## src/rtl/pipe_stage_reg_pkg.sv

```systemverilog
// pipe_stage_reg_pkg: shared types and constants for the elastic inter-stage pipeline register
package pipe_stage_reg_pkg;
    localparam int EXC_W = 6;
    localparam logic [31:0] RESET_PC = 32'hBFC0_0000;
    typedef logic [EXC_W-1:0] ExceptinPipeType;
    typedef enum logic [1:0] {EMPTY, FULL, SKID} stage_state_e;
endpackage

```

## src/rtl/sat_counter.sv

```systemverilog
// sat_counter: saturating up-counter with synchronous clear taking priority over increment
module sat_counter #(
    parameter int CNT_W = 16
) (
    input  logic             clk,
    input  logic             rst,
    input  logic             inc,
    input  logic             clr,
    output logic [CNT_W-1:0] cnt
);
    logic [CNT_W-1:0] cnt_q, cnt_d;

    always_comb cnt_d = clr ? '0 : (inc && !(&cnt_q)) ? cnt_q + 1'b1 : cnt_q;

    always_ff @(posedge clk or negedge rst)
        if (!rst) cnt_q <= '0;
        else      cnt_q <= cnt_d;

    assign cnt = cnt_q;
endmodule

```

## src/rtl/pipe_stage_reg.sv

```systemverilog
// pipe_stage_reg: elastic pipeline register with valid/ready, optional skid entry, flush and stall counter
module pipe_stage_reg
    import pipe_stage_reg_pkg::*;
#(
    parameter int          DATA_W   = 64,
    parameter int          EXC_W    = pipe_stage_reg_pkg::EXC_W,
    parameter logic [31:0] RESET_PC = pipe_stage_reg_pkg::RESET_PC,
    parameter int          SKID_EN  = 1,
    parameter int          CNT_W    = 16
) (
    input  logic              clk,
    input  logic              rst,
    input  logic              flush,
    input  logic              in_valid,
    output logic              in_ready,
    input  logic [31:0]       in_pc,
    input  logic [DATA_W-1:0] in_data,
    input  logic [EXC_W-1:0]  in_exc,
    output logic              out_valid,
    input  logic              out_ready,
    output logic [31:0]       out_pc,
    output logic [DATA_W-1:0] out_data,
    output logic [EXC_W-1:0]  out_exc,
    output logic              out_has_exc,
    output logic [CNT_W-1:0]  stall_cnt,
    input  logic              clr_cnt
);
    stage_state_e      state_q, state_d;
    logic              in_ready_q, in_ready_d;
    logic [31:0]       pc_q, pc_d, skid_pc_q, skid_pc_d;
    logic [DATA_W-1:0] data_q, data_d, skid_data_q, skid_data_d;
    logic [EXC_W-1:0]  exc_q, exc_d, skid_exc_q, skid_exc_d;
    logic              accept, deliver, load_main, load_skid, from_skid;

    assign out_valid   = state_q != EMPTY;
    assign in_ready    = (SKID_EN != 0) ? in_ready_q : (out_ready || !out_valid);
    assign out_pc      = pc_q;
    assign out_data    = data_q;
    assign out_exc     = exc_q;
    assign out_has_exc = out_valid && (|exc_q);

    always_comb begin
        accept      = in_valid && in_ready;
        deliver     = out_valid && out_ready;
        state_d     = flush ? EMPTY
                    : (state_q == EMPTY) ? (accept ? FULL : EMPTY)
                    : (state_q == FULL)  ? ((accept && !deliver && SKID_EN != 0) ? SKID
                                           : (!accept && deliver) ? EMPTY : FULL)
                    : (deliver ? FULL : SKID);
        in_ready_d  = state_d != SKID;
        from_skid   = state_q == SKID;
        load_main   = !flush && ((state_q == EMPTY) ? accept
                                 : (state_q == FULL) ? (accept && deliver) : deliver);
        load_skid   = !flush && state_q == FULL && accept && !deliver;
        pc_d        = load_main ? (from_skid ? skid_pc_q   : in_pc)   : pc_q;
        data_d      = load_main ? (from_skid ? skid_data_q : in_data) : data_q;
        exc_d       = load_main ? (from_skid ? skid_exc_q  : in_exc)  : exc_q;
        skid_pc_d   = load_skid ? in_pc   : skid_pc_q;
        skid_data_d = load_skid ? in_data : skid_data_q;
        skid_exc_d  = load_skid ? in_exc  : skid_exc_q;
    end

    always_ff @(posedge clk or negedge rst)
        if (!rst) begin
            state_q     <= EMPTY;
            in_ready_q  <= 1'b1;
            pc_q        <= RESET_PC;
            data_q      <= '0;
            exc_q       <= '0;
            skid_pc_q   <= RESET_PC;
            skid_data_q <= '0;
            skid_exc_q  <= '0;
        end else begin
            state_q     <= state_d;
            in_ready_q  <= in_ready_d;
            pc_q        <= pc_d;
            data_q      <= data_d;
            exc_q       <= exc_d;
            skid_pc_q   <= skid_pc_d;
            skid_data_q <= skid_data_d;
            skid_exc_q  <= skid_exc_d;
        end

    sat_counter #(.CNT_W(CNT_W)) u_stall_cnt (
        .clk (clk),
        .rst (rst),
        .inc (out_valid && !out_ready && !flush),
        .clr (clr_cnt),
        .cnt (stall_cnt)
    );
endmodule

```

## config.mk

```make
export PLATFORM = sky130hd
export DESIGN_NAME = pipe_stage_reg
export DESIGN_NICKNAME = d
export VERILOG_FILES = /design/src/rtl/pipe_stage_reg_pkg.sv /design/src/rtl/sat_counter.sv /design/src/rtl/pipe_stage_reg.sv
export SDC_FILE = /design/constraint.sdc
export NUM_CORES = 1
export LEC_CHECK = 0
export CORE_ASPECT_RATIO = 0.8
export CORE_MARGIN = 4
export CORE_UTILIZATION = 40
export CTS_CLUSTER_DIAMETER = 150
export DETAILED_ROUTE_END_ITERATION = 10
export GPL_ROUTABILITY_DRIVEN = 0
export HOLD_SLACK_MARGIN = 0.03
export MAX_ROUTING_LAYER = met4
export PLACE_DENSITY_LB_ADDON = 0.15
export SYNTH_ARGS = -nofsm -noshare
export SYNTH_HDL_FRONTEND = slang
export SYNTH_SLANG_ARGS = --single-unit
```

## constraint.sdc

```tcl
create_clock -name clk -period 1.9 [get_ports clk]
set_clock_uncertainty 0.1 [all_clocks]
set_input_delay 0.38 -clock clk [delete_from_list [all_inputs] [get_ports clk]]
set_output_delay 0.38 -clock clk [all_outputs]
set_load 0.02 [all_outputs]
```

==> metrics.md <==
| Metric | Value |
|---|---|
| Post-Syn Area | `9570 um2` |
| Synth cell count leaders | `dfrtp_1 (204), a21oi_1 (115), nor2_1 (107), mux2_2 (104), mux2i_1 (102)` |
| Critical path fanouts, max | `2` |
| Final worst setup slack | `-0.401 ns` |
| DR DRC count | `0` |
| Insertion delay to the later sink of the worst-skew pair | `0.51 ns` |
| Violated checks | `negative setup slack` |
| Mapped Avg Cell Area | `12.2 um2` |
| Top delay family on crit path | `simple AND/OR/NAND/NOR gates` |
| WS Path Type | `flop to primary output` |
| RSZ-0062 raised after global routing | `yes` |
| Wire per inst | `18.6 um` |
| Hold WC Path Type | `primary input to async pin` |
| Critical path, cell by cell | `or4_4, o31a_1, buf_6` |
| Antenna viol nets, final | `0` |
| Area grow syn2layout | `61.9%` |
| Total track usage | `19.5%` |
| Most common cell in the synthesized netlist | `dfrtp_1` |
| I/O pins | `229` |
| Number of synthesized flops with an enable pin | `0` |
| Register bit total from synthesis | `223` |
| Initial antenna violation count | `0` |
| Cell taking the most area after synthesis | `dfrtp_1` |
| Warnings, synthesis | `0` |
| Critical-path top delay cell | `or4_4` |
| # diodes | `0` |
| Post-synth ARST share | `100%` |
| HPWL Detailed | `16800 um` |
| PD cells | `1100 nW/um2` |
| DRT Pass-1 Iters | `4` |
| Grt total ovfl | `0` |
| FMAX | `0.435 GHz` |
| Iteration-0 DRC Markers | `286` |
| GR Util met1 | `26.2%` |
| Max Cap Violations | `0` |
| Final WL | `26700 um` |
| WP buf/inv | `1` |
| Fill cells | `1770` |
| CTS tree | `built` |
| Die Area | `26500 um2` |
| Leakage dissipation | `6.28 nW` |
| Period utilization | `121%` |
| Rel. slew slack | `76.7%` |
| Maximum vdd drop | `0.816 mV` |
| Slew @ Worst Pin | `0.340 ns` |
| Distinct cells, synth | `40` |
| Pre-CTS WS | `-0.434 ns` |
| Final Non-Filler Cells | `1437` |
| Largest net degree at the start of global routing | `57` |
| Final setup violation count | `104` |
| Register area share after synthesis | `58.6%` |
| Setup crit end kind | `primary output` |
| Final Max Tran Viols | `0` |
| Via count | `7364` |
| Clk root buf | `clkbuf_16` |
| Longest Clk Path Bufs | `3` |
| Min cycle time layout | `2.30 ns` |
| Worst path arrival time | `1.82 ns` |
| First-pass GRT wire length | `41400 um` |
| Initial Utilization | `40.8%` |
| Synth Flop Type | `dfrtp_1` |
| GRT busiest layer | `met2` |
| Port bufs | `228` |
| Vias in the first global route | `7599` |
| Std-Cell Core Area | `23500 um2` |
| Req. time, crit path | `1.42 ns` |
| Chip Width | `181 um` |
| Dpl cells | `1342` |
| Met2 Usage GRT | `30.6%` |
| H-tree depth | `1` |
| Flop-to-flop setup slack | `-0.35 ns` |
| Cell count after synthesis | `781` |
| Synth top area share | `53.4%` |
| Synth Net Count | `892` |
| Clock Sinks | `223` |
| TritonCTS Buffers | `24` |
| Vias per cell | `5.12` |
| Clock-pin slew on the worst setup and hold paths | `0.06 ns` |
| Endpoints failing hold | `0` |
| Status | `finished, violations left` |
| Share of layout cells above drive strength 1 | `43.8%` |
| Startpoint types | `flop` |
| Core Rows | `50` |
| CP max stage delay | `0.54 ns` |
| Post-layout net count | `1218` |
| Met3 usage in global routing | `4.36%` |
| Chip Height | `146 um` |
| Area contributors post-synth | `dfrtp_1 (53%), mux2_2 (12%), mux2i_1 (11%), a21oi_1 (6.0%), dfstp_2 (5.2%)` |
==> metal layers <==
metal,share of wire (%),routed length [um]
met3,5.8,1560
met2,48,12700
met1,44,11800
met4,2.4,638
met5,0,0
==> through the flow <==
step / util (%) / setup TNS [ns] / hold slack [ns] / instance area [um2] / power (W)
floorplan: - / -2.09 / -0.0156 / 9700 / 0.00932
detailed placement: 55.0 / -62.95 / 0.173 / 12900 / 0.0116
CTS: 61.9 / -9.38 / 0.211 / 14500 / 0.0166
global placement: 55.0 / -60.96 / 0.173 / 12900 / 0.0115
finish: 66.0 / -19.76 / 0.233 / 15500 / 0.0171
global route: 66.0 / -26.64 / 0.250 / 15500 / 0.0179
==> registers in the layout, summed over array words and instances, names as in the netlist <==
signal / flops
out_data: 64
skid_data_q: 64
out_pc: 32
skid_pc_q: 32
u_stall_cnt.cnt: 16
out_exc: 6
skid_exc_q: 6
state_q: 2
in_ready: 1
==> worst paths after layout <==
check                                              end  cells past startpoint                         from
max reg2reg                    out_data[1]$_DFFE_PN0P_                     11           in_ready$_DFF_PN1_
min reg2reg                skid_data_q[54]$_DFFE_PN0P_                      1  skid_data_q[54]$_DFFE_PN0P_
min                             out_exc[0]$_DFFE_PN0P_                      2                          rst
max in group asynchronous       out_pc[25]$_DFFE_PN1P_                      3                          rst
min in group clk             skid_pc_q[22]$_DFFE_PN1P_                      2                    in_pc[22]
max                                        out_has_exc                      3       out_exc[1]$_DFFE_PN0P_
==> where the power goes <==
part,internal (W),switching [W],total [W],leakage [nW]
logic,0.00269,0.00250,0.00519,3.27
clock network,0.00281,0.00191,0.00472,0.402
registers,0.00625,0.000897,0.00715,2.61
==> logic make-up (layout without fill, tap and decap cells) <==
group                    count (synthesis)  in the layout  synth area share, %
AO/OA/AOI/OAI                          134            134                 7.60
adder cells (fa/ha/maj)                  3              3                0.392
buffers and inverters                   57            401                 2.77
flip-flops                             223            223                 58.6
multiplexers                           206            206                 22.9
AND/OR/NAND/NOR                        158            158                 7.74
==> worst register-to-register path: cells and delay by family (launching register included) <==
kind | cells | cell delay [ns]
adders and majority gates | 1 | 0.13
AOI/OAI and AO/OA | 2 | 0.48
and+or+nand+nor | 3 | 0.23
buffers and inverters | 5 | 0.71
DFF | 1 | 0.53
==> layout make-up <==
cell class / count / area (um2) / area share, %
sequential: 223 / 5610 / 36.2
multi-input combinational: 501 / 4710 / 30.4
timing repair buffer: 349 / 3950 / 25.5
clock buffer: 34 / 688 / 4.44
tap: 312 / 390 / 2.52
clock inverter: 10 / 118 / 0.759
inverter: 8 / 30.0 / 0.194
==> cell usage in the layout, fill, tap and decap left out, drive strengths merged, types with 2 or more instances in the layout <==
cell type	Yosys	layout
dfrtp	204	204
buf	41	116
a21oi	115	115
nor2	107	107
clkdlybuf4s50	0	106
mux2	104	104
dlygate4sd2	0	103
mux2i	102	102
clkbuf	8	47
dfstp	19	19
clkdlybuf4s15	0	10
or4	10	10
inv	8	9
o31ai	8	8
clkinv	0	7
nand2	7	7
nand3	6	6
nand4	4	4
nor2b	4	4
nor4	4	4
nor3	3	3
or3	3	3
o21ai	3	3
ha	3	3
or2	3	3
and2	2	2
o31a	2	2
o41ai	2	2
bufinv	0	2
nand3b	2	2
==> what timing repair did <==
item                       in CTS  in global routing
buffers inserted               16                 18
gates resized for setup       270                201
setup endpoints to repair     145                185
pin swaps                      11                 20
hold endpoints to repair      204                  0
hold buffers                    1                  0
cloned                         13                 11
Note: power is estimated with default switching activity, not from simulation.
